<file path="config.mk">
export PLATFORM = sky130hd
export DESIGN_NAME = sbox_mask_prng
export DESIGN_NICKNAME = d
export VERILOG_FILES = /design/src/rtl/sbox_mask_prng.sv
export SDC_FILE = /design/constraint.sdc
export NUM_CORES = 1
export LEC_CHECK = 0
export CAP_MARGIN = 40
export CORE_MARGIN = 10
export CORE_UTILIZATION = 36
export CTS_CLUSTER_SIZE = 16
export DETAILED_ROUTE_END_ITERATION = 7
export PLACE_DENSITY = 0.66
export REMOVE_ABC_BUFFERS = 1
export SLEW_MARGIN = 5
export SYNTH_ARGS = -nofsm -noshare
export SYNTH_HDL_FRONTEND = slang
export SYNTH_SLANG_ARGS = --single-unit
</file>
<file path="constraint.sdc">
create_clock -name clk -period 2.11 [get_ports clk]
set_input_delay 0.5275 -clock clk [delete_from_list [all_inputs] [get_ports clk]]
set_output_delay 0.5275 -clock clk [all_outputs]
set_load 0.05 [all_outputs]
</file>
<file path="src/rtl/sbox_mask_prng.sv">
// ---------------------------------------------------------------------------
// sbox_mask_prng
//
// Bit-serial LFSR randomness source for the masked S-box. It publishes one
// 26-bit word at a time, split into an 8-bit input mask and an 18-bit PRD.
// A valid/ready handshake paces the words. The LFSR (x^31 + x^28 + 1) is
// seeded one byte at a time from the pins.
//
// The word is built in a shift accumulator. It is copied to the output
// registers only when it is complete, so the S-box never sees a partially
// filled word.
//
// Ports:
//   clk          clock
//   rst          synchronous active-high reset
//   seed_i       seed byte, shifted into the LFSR on seed_we_i
//   seed_we_i    seed write strobe (any state; restarts the fill)
//   rnd_ready_i  consumer accepts the current word
//   rnd_valid_o  mask_o/prd_o hold a fresh, unconsumed word
//   mask_o       8-bit mask   (word[25:18])
//   prd_o        18-bit PRD   (word[17:0])
//   seeded_o     at least one seed write since reset
//   busy_o       a word is being generated
// ---------------------------------------------------------------------------
module sbox_mask_prng #(
  parameter int LFSR_W = 31,
  parameter int OUT_W  = 26
) (
  input  logic             clk,
  input  logic             rst,
  input  logic [7:0]       seed_i,
  input  logic             seed_we_i,
  input  logic             rnd_ready_i,
  output logic             rnd_valid_o,
  output logic [7:0]       mask_o,
  output logic [OUT_W-9:0] prd_o,
  output logic             seeded_o,
  output logic             busy_o
);

  localparam int         PRD_W    = OUT_W - 8;
  localparam logic [4:0] LAST_CNT = 5'(OUT_W - 1);

  typedef enum logic [1:0] {
    UNSEEDED = 2'd0,
    FILL     = 2'd1,
    VALID    = 2'd2
  } state_t;

  state_t              state_reg, state_next;
  logic [LFSR_W-1:0]   lfsr_reg, lfsr_next;
  // The oldest accumulator bit would leave the register on the publishing
  // step anyway. Only OUT_W-1 bits are stored; the fresh feedback bit
  // completes the word.
  logic [OUT_W-2:0]    acc_reg, acc_next;
  logic [4:0]          cnt_reg, cnt_next;
  logic [7:0]          mask_reg, mask_next;
  logic [PRD_W-1:0]    prd_reg, prd_next;
  logic                seeded_reg, seeded_next;

  logic                fb;
  logic [OUT_W-1:0]    word;
  logic [LFSR_W-1:0]   seed_shift;

  // x^31 + x^28 + 1
  assign fb         = lfsr_reg[LFSR_W-1] ^ lfsr_reg[LFSR_W-4];
  assign word       = {acc_reg, fb};
  assign seed_shift = {lfsr_reg[LFSR_W-9:0], seed_i};

  always_ff @(posedge clk) begin
    if (rst) begin
      state_reg  <= UNSEEDED;
      lfsr_reg   <= '0;
      acc_reg    <= '0;
      cnt_reg    <= '0;
      mask_reg   <= '0;
      prd_reg    <= '0;
      seeded_reg <= 1'b0;
    end else begin
      state_reg  <= state_next;
      lfsr_reg   <= lfsr_next;
      acc_reg    <= acc_next;
      cnt_reg    <= cnt_next;
      mask_reg   <= mask_next;
      prd_reg    <= prd_next;
      seeded_reg <= seeded_next;
    end
  end

  always_comb begin
    state_next  = state_reg;
    lfsr_next   = lfsr_reg;
    acc_next    = acc_reg;
    cnt_next    = cnt_reg;
    mask_next   = mask_reg;
    prd_next    = prd_reg;
    seeded_next = seeded_reg;

    if (seed_we_i) begin
      // The seed wins over stepping and publishing. A word pending in VALID
      // is dropped, which also covers a simultaneous transfer. An all-zero
      // state would lock the LFSR, so it is replaced by 1.
      lfsr_next   = (seed_shift == '0) ? LFSR_W'(1) : seed_shift;
      cnt_next    = '0;
      seeded_next = 1'b1;
      state_next  = FILL;
    end else begin
      case (state_reg)
        FILL: begin
          lfsr_next = {lfsr_reg[LFSR_W-2:0], fb};
          acc_next  = word[OUT_W-2:0];
          cnt_next  = cnt_reg + 5'd1;
          if (cnt_reg == LAST_CNT) begin
            mask_next  = word[OUT_W-1:PRD_W];
            prd_next   = word[PRD_W-1:0];
            state_next = VALID;
          end
        end
        VALID: begin
          if (rnd_ready_i) begin
            state_next = FILL;
            cnt_next   = '0;
          end
        end
        default: begin
          // UNSEEDED: wait for a seed; ready is ignored.
        end
      endcase
    end
  end

  assign rnd_valid_o = (state_reg == VALID);
  assign busy_o      = (state_reg == FILL);
  assign seeded_o    = seeded_reg;
  assign mask_o      = mask_reg;
  assign prd_o       = prd_reg;

endmodule

</file>
==> parameters.txt, run 1 <==
Parameter                              Value

Outcome
  Result of the run ... finished clean

GRT
  Overall routing resource usage ... 11.1%
  Number of global-route vias before repair ... 3006
  Wire length of the first global-routing pass ... 13900 um
  Antenna violations before repair ... 0
  Leftover overflow at the end of global routing ... 0
  Maximum number of pins on one net before global-route repair ... 63

Job
  Count of max-cap constraint violations ... 0

Pwr
  Largest vdd supply drop ... 325 uV
  Overall Power ... 3160 uW
  Leak ... 0.00147 uW
  Pwr per Cell Area ... 724 mW/mm2

Synthesis
  Most numerous cell types in the synthesized netlist ... nand2_1, dfxtp_1, a21oi_1
  Count leader, synth ... nand2_1
  Commonest register cell after synthesis ... dfxtp_1
  Post-synth EDFFs ... 0
  Post-synthesis instance area ... 0.00364 mm2
  Ys Warns ... 0
  Cell count after synthesis ... 457
  Biggest area contributors in the synthesized netlist ... dfxtp_1, nand2_1, a311oi_1
  Fraction of post-synthesis cell area in the top cell type by area ... 49.6%
  Asr flop ratio synth ... 0%
  Number of flip-flops and latches in the synthesized netlist ... 90
  Syn Area/Cell ... 7.96 um2
  Sequential fraction of the synthesis area ... 49.6%
  Number of distinct library cells after synthesis ... 33
  Cell type with the largest total area after synthesis ... dfxtp_1

Floorplan
  Full die area ... 0.0145 mm2
  Die X-Extent ... 121 um
  CORE AREA ... 0.00982 mm2
  Total I/O pin count ... 41
  Die height ... 121 um
  Starting utilization of the core area ... 37.0%
  Std cell rows ... 36

STA
  Maximum clock frequency ... 485 MHz
  Total of endpoints with negative setup slack in the final report ... 0
  Accumulated negative setup slack ... 0 ns
  Fin Clk Skew ... 0.0101 ns
  Period minus WS final ... 2.06 ns
  Number of hold violations in the final report ... 0
  Slew at the pin closest to its max-slew limit ... 0.642 ns
  Pins over their slew limit ... 0
  Unrepaired setup endpoints after global routing ... no
  Slew Limit Headroom ... 57.2%
  Post-route clock period utilization ... 97.7%

Setup path
  Depth of the most critical reg-to-reg path ... 4
  Critical Path Max Stage Delay ... 0.82 ns
  Critical path, cell by cell ... clkdlybuf4s50_1
  Endpoint of the worst-slack reg-to-reg timing path ... lfsr_reg[0]
  Type of the setup path with the least slack ... reg2out
  Launch instance of the worst register-to-register path ... lfsr_reg[19]
  Kind of launch point of the worst setup path ... flop
  Highest net fanout along the worst path ... 2
  Worst path slowest cell ... clkdlybuf4s50_1
  Internal reg-to-reg setup slack ... 0.50 ns
  Count of buffer and inverter cells on the critical path ... 1
  Largest delay contributor family on the critical path ... buffers and inverters
  Required time reported for the critical path endpoint ... 1.58 ns
  CP Data Arrival Time ... 1.53 ns
  Type of element capturing the critical path ... primary output

Cells and area
  Core utilization of the finished layout ... 44.5%
  Net total in the final layout ... 502
  Max FFs per register ... 31
  Share of cells above drive strength 1 ... 8.92%
  Layout Area Growth over Synthesis ... 20.1%
  Final non-filler cell area ... 0.00437 mm2
  Post-layout instance count excluding filler cells ... 626
  # diodes ... 0

Placement
  Final weighted congestion of routability-driven global placement ... 0.740
  Cell count after placement ... 610
  Dpl cell area ... 0.00418 mm2
  HPWL after detailed placement ... 5430 um
  Total of buffers placed on input and output ports ... 40

Detailed routing
  Number of routed nets with antenna violations ... 0
  Number of design-rule violations left by the first detailed-router iteration ... 239
  Initial DRT Pass Iterations ... 4
  Post-Route WL ... 8060 um
  Number of remaining DRC errors ... 0
  Ratio of routed vias to standard cells ... 5.01
  Average routed wire per standard cell ... 12.9 um
  Vias ... 3134

Clock tree
  Clock-pin slew on the worst setup and hold paths ... 0.09 ns
  Bufs on Longest Clock Path ... 2
  Setup Fix Bufs, Post-CTS ... 0
  Worst-Skew Late Latency ... 0.35 ns
  Number of sinks handled by clock tree synthesis ... 90
  # resized after CTS ... 0
  Num CTS Buffers ... 9
  Clk Tree Root Cell ... clkbuf_8
  TritonCTS clock tree ... done
  Max H-tree Level ... 3
  Hold buffers post-CTS ... 0

Worst hold path
  Worst hold path cell count ... 2
  Worst Hold End ... mask_o[4]
  Hold crit path type ... reg2reg
  Beginning of the worst hold path ... mask_o[4]
## cell usage in the layout, fill, tap and decap left out, types with 2 or more instances in the layout
master and count:
nand2_1 161, dfxtp_1 89, a21oi_1 50, nor2_1 38, clkdlybuf4s50_1 36, a311oi_1 31, buf_4 12, clkbuf_8 11
nor4_1 7, a21oi_2 6, inv_1 4, a211oi_1 4, o21ai_0 4, buf_12 4, nor2b_1 3, nand4b_1 3
nand2b_1 2, xnor2_1 2, nand3_1 2, nor3_1 2, ha_1 2, inv_6 2, clkinv_2 2
## kinds of logic (layout without fill, tap and decap cells)
| kind of cell | count (synthesis) | after routing | synth area share (%) |
|---|---|---|---|
| simple gates | 227 | 227 | 26.5 |
| compound gates | 96 | 96 | 17.4 |
| flops | 90 | 90 | 49.6 |
| buf+inv | 40 | 76 | 5.37 |
| fa+ha+maj | 2 | 2 | 0.688 |
| xor+xnor | 2 | 2 | 0.482 |
## worst min-delay path: cells and delay by family, from the launching register on
kind	cells	cell delay (ns)
and+or+nand+nor	1	0.05
DFF	1	0.32
AOI/OAI and AO/OA	1	0.05
## metal layers
layer	track usage, %	up-vias	share of wire [%]
met5	0	-	0
met4	3.85	0	0.86
met3	3.07	9	4.4
met2	18.7	37	48
met1	13.2	1484	47
li1	-	1604	-
## where the power goes
| part | switching, uW | internal (uW) | total [uW] | leakage (uW) |
|---|---|---|---|---|
| registers | 46.1 | 1750 | 1790 | 0.000733 |
| clock network | 613 | 500 | 1110 | 0.000100 |
| logic | 159 | 98.2 | 257 | 0.000635 |
## worst max-delay path by stage
stage                     slack, ns         start  depth (start not counted)          to
after global routing           0.01      prd_o[2]                          1    prd_o[2]
final                          0.05      prd_o[2]                          1    prd_o[2]
after global placement          0.1     seed_we_i                          6   prd_o[17]
after CTS                      0.02     mask_o[0]                          1   mask_o[0]
after detailed placement       0.05     seed_we_i                          6    prd_o[4]
after floorplan               -0.18  state_reg[1]                          4  cnt_reg[1]
## final cells by class
| type | instances | area (um2) |
|---|---|---|
| Tap cell | 133 | 166 |
| Multi-Input combinational cell | 327 | 1640 |
| Clock inverter | 5 | 36.3 |
| Timing Repair Buffer | 54 | 548 |
| Clock buffer | 11 | 151 |
| Sequential cell | 90 | 1800 |
| Fill cell | 1033 | 5450 |
| Inverter | 6 | 22.5 |
## metrics by stage
stage / setup slack (ns) / hold WS, ns
3_5_place_dp: 0.0531 / 0.446
2_1_floorplan: -0.180 / 0.426
4_1_cts: 0.0173 / 0.459
5_1_grt: 0.0103 / 0.483
6_report: 0.0488 / 0.458
3_3_place_gp: 0.0971 / 0.442
(Power assumes the default switching activity.)
==> run 2: changes to the inputs <==
CTS_CLUSTER_DIAMETER = 150   (was default)
SLEW_MARGIN = 20   (was 5)
==> results of run 2 <==
No change in the layout: final DEF, timing and power equal those of run 1.
==> patch: new RTL, settings of run 1 <==
Set the parameter `LFSR_W` to 23 (it was 31).
--- a/src/rtl/sbox_mask_prng.sv
+++ b/src/rtl/sbox_mask_prng.sv
@@ -25,3 +25,3 @@
 module sbox_mask_prng #(
-  parameter int LFSR_W = 31,
+  parameter int LFSR_W = 23,
   parameter int OUT_W  = 26
Check against the original RTL: same outputs for any inputs over 10 cycles, from zero or initial values and one cycle with rst high; that may be too few to reach the edited logic, so the function may still have changed.
==> patch against run 1 <==
Synthesized area is 7.7% lower; worst setup slack got worse by 0.0044 ns; wire length fell by 16%; final area shrank 7.4%; sequential power shrank 11%; sequential share of layout area shrank 0.70 points; count of clock-buffer cells in the layout shrank 2; sequential cell count decreased by 8; total power fell by 9.1%; register-to-register slack lost 0.07 ns; largest power group unchanged.
==> patch: results <==
set metrics [dict create \
    status "finished, final reports clean" \
    pre_cts_slack_ns -0.003491 \
    layout-drive-gt1-share 0.1523 \
    antenna_cells 0 \
    met2_usage 0.1595 \
    drt_iter0_markers 166 \
    met1_length_um 3220 \
    first_global_vias 2498 \
    use_met1 0.1337 \
    hold_path.class "flip-flop to flip-flop" \
    synthArstFlopShare 0 \
    ant_nets 0 \
    final_nets 403 \
    h-tree-depth 3 \
    post_cts_buffers 0 \
    power_frac_clock 0.371 \
    route.met2.wl_um 3066 \
    avgViaCountPerCell 4.937 \
    largest_reg_flops 25 \
    critPathMaxStageDelay_ns 0.81 \
    worstSkewPairLatency_ns 0.37 \
    power_frac_seq 0.556 \
    grt_pass1_wl_um 11590 \
    slew_headroom 0.6505 \
    wl_um 6778 \
    hpwl_um 4674 \
    yosys-top-cells-area "dfxtp_1, mux2i_1, mux2_2" \
    cts-root-buf "clkbuf_8" \
    synth_common_cells "dfxtp_1, nor2_1, nand2_1, mux2i_1, a21oi_1" \
    crit_slowest_cell "clkdlybuf4s50_1" \
    grt_start_max_net_pins 77 \
    track_usage 0.1053 \
    met3WireLength_um 329 \
    switching_share 0.2636 \
    worstPathMaxFanout 2 \
    vdd_drop_max_mv 0.3456 \
    clockBufferDepth 2 \
    drt_first_pass_iters 4 \
    leakage_nw 1.576 \
    numPortBuffers 40 \
    met3_usage 0.02773 \
    fin_skew_ns 0.01401 \
    gp_congestion 0.7924 \
    synth_edf_count 0 \
    antenna_found_initial 0 \
    path_delay_family "buffers and inverters" \
    critPathArrivalTime_ns 1.54 \
    ys_seq_area_frac 0.4892 \
    ys_types 35 \
    hold_viol 0 \
]
==> patch: cell type report <==
type / instances / area [sq um]
fill: 869 / 5109
sequential: 82 / 1642
clock inverter: 7 / 58.81
inverter: 3 / 11.26
multi-input combinational: 242 / 1549
timing repair buffer: 51 / 520.5
clock buffer: 9 / 123.9
tap: 111 / 138.9
==> patch: timing repair <==
| item | CTS | global route |
|---|---|---|
| resized for setup | 0 | 5 |
| hold buffers | 0 | 0 |
| endpoints found under the setup margin | 0 | 5 |
==> patch: worst register-to-register path: stages (launching register included) <==
cell      delay [ns]
dfxtp_1         0.46
nand2b_1        0.30
buf_4           0.27
mux2_2          0.35
mux2i_1         0.13
nor2_1          0.05
==> patch: path summary, 6_finish.rpt <==
path	slack, ns	endpoint	cells past startpoint	from
min	0.46	acc_reg[24]	2	acc_reg[24]
min reg2reg	0.46	acc_reg[24]	2	acc_reg[24]
max reg2reg	0.43	lfsr_reg[16]	5	state_reg[1]
max	0.04	prd_o[4]	1	prd_o[4]
==> patch: through the flow <==
stage	TNS (ns)	power, W	area [sq um]	std cells
finish	0	0.002874	4044	505
floorplan	-17.61	0.001738	3202	327
global placement	0	0.001843	3849	489
detailed placement	-0.006417	0.001846	3849	489
global route	0	0.002995	4044	505
CTS	0	0.002906	4031	505
==> patch: cells by family (layout without fill, tap and decap cells) <==
logic type	count (synthesis)	in the layout	synth area share
and+or+nand+nor	128	128	0.1656
DFF	82	82	0.4892
muxes	69	69	0.2140
AOI/OAI and AO/OA	40	40	0.06674
buffers and inverters	26	70	0.04921
xor gates and xnor gates	3	3	0.007831
adders and majority gates	2	2	0.007456
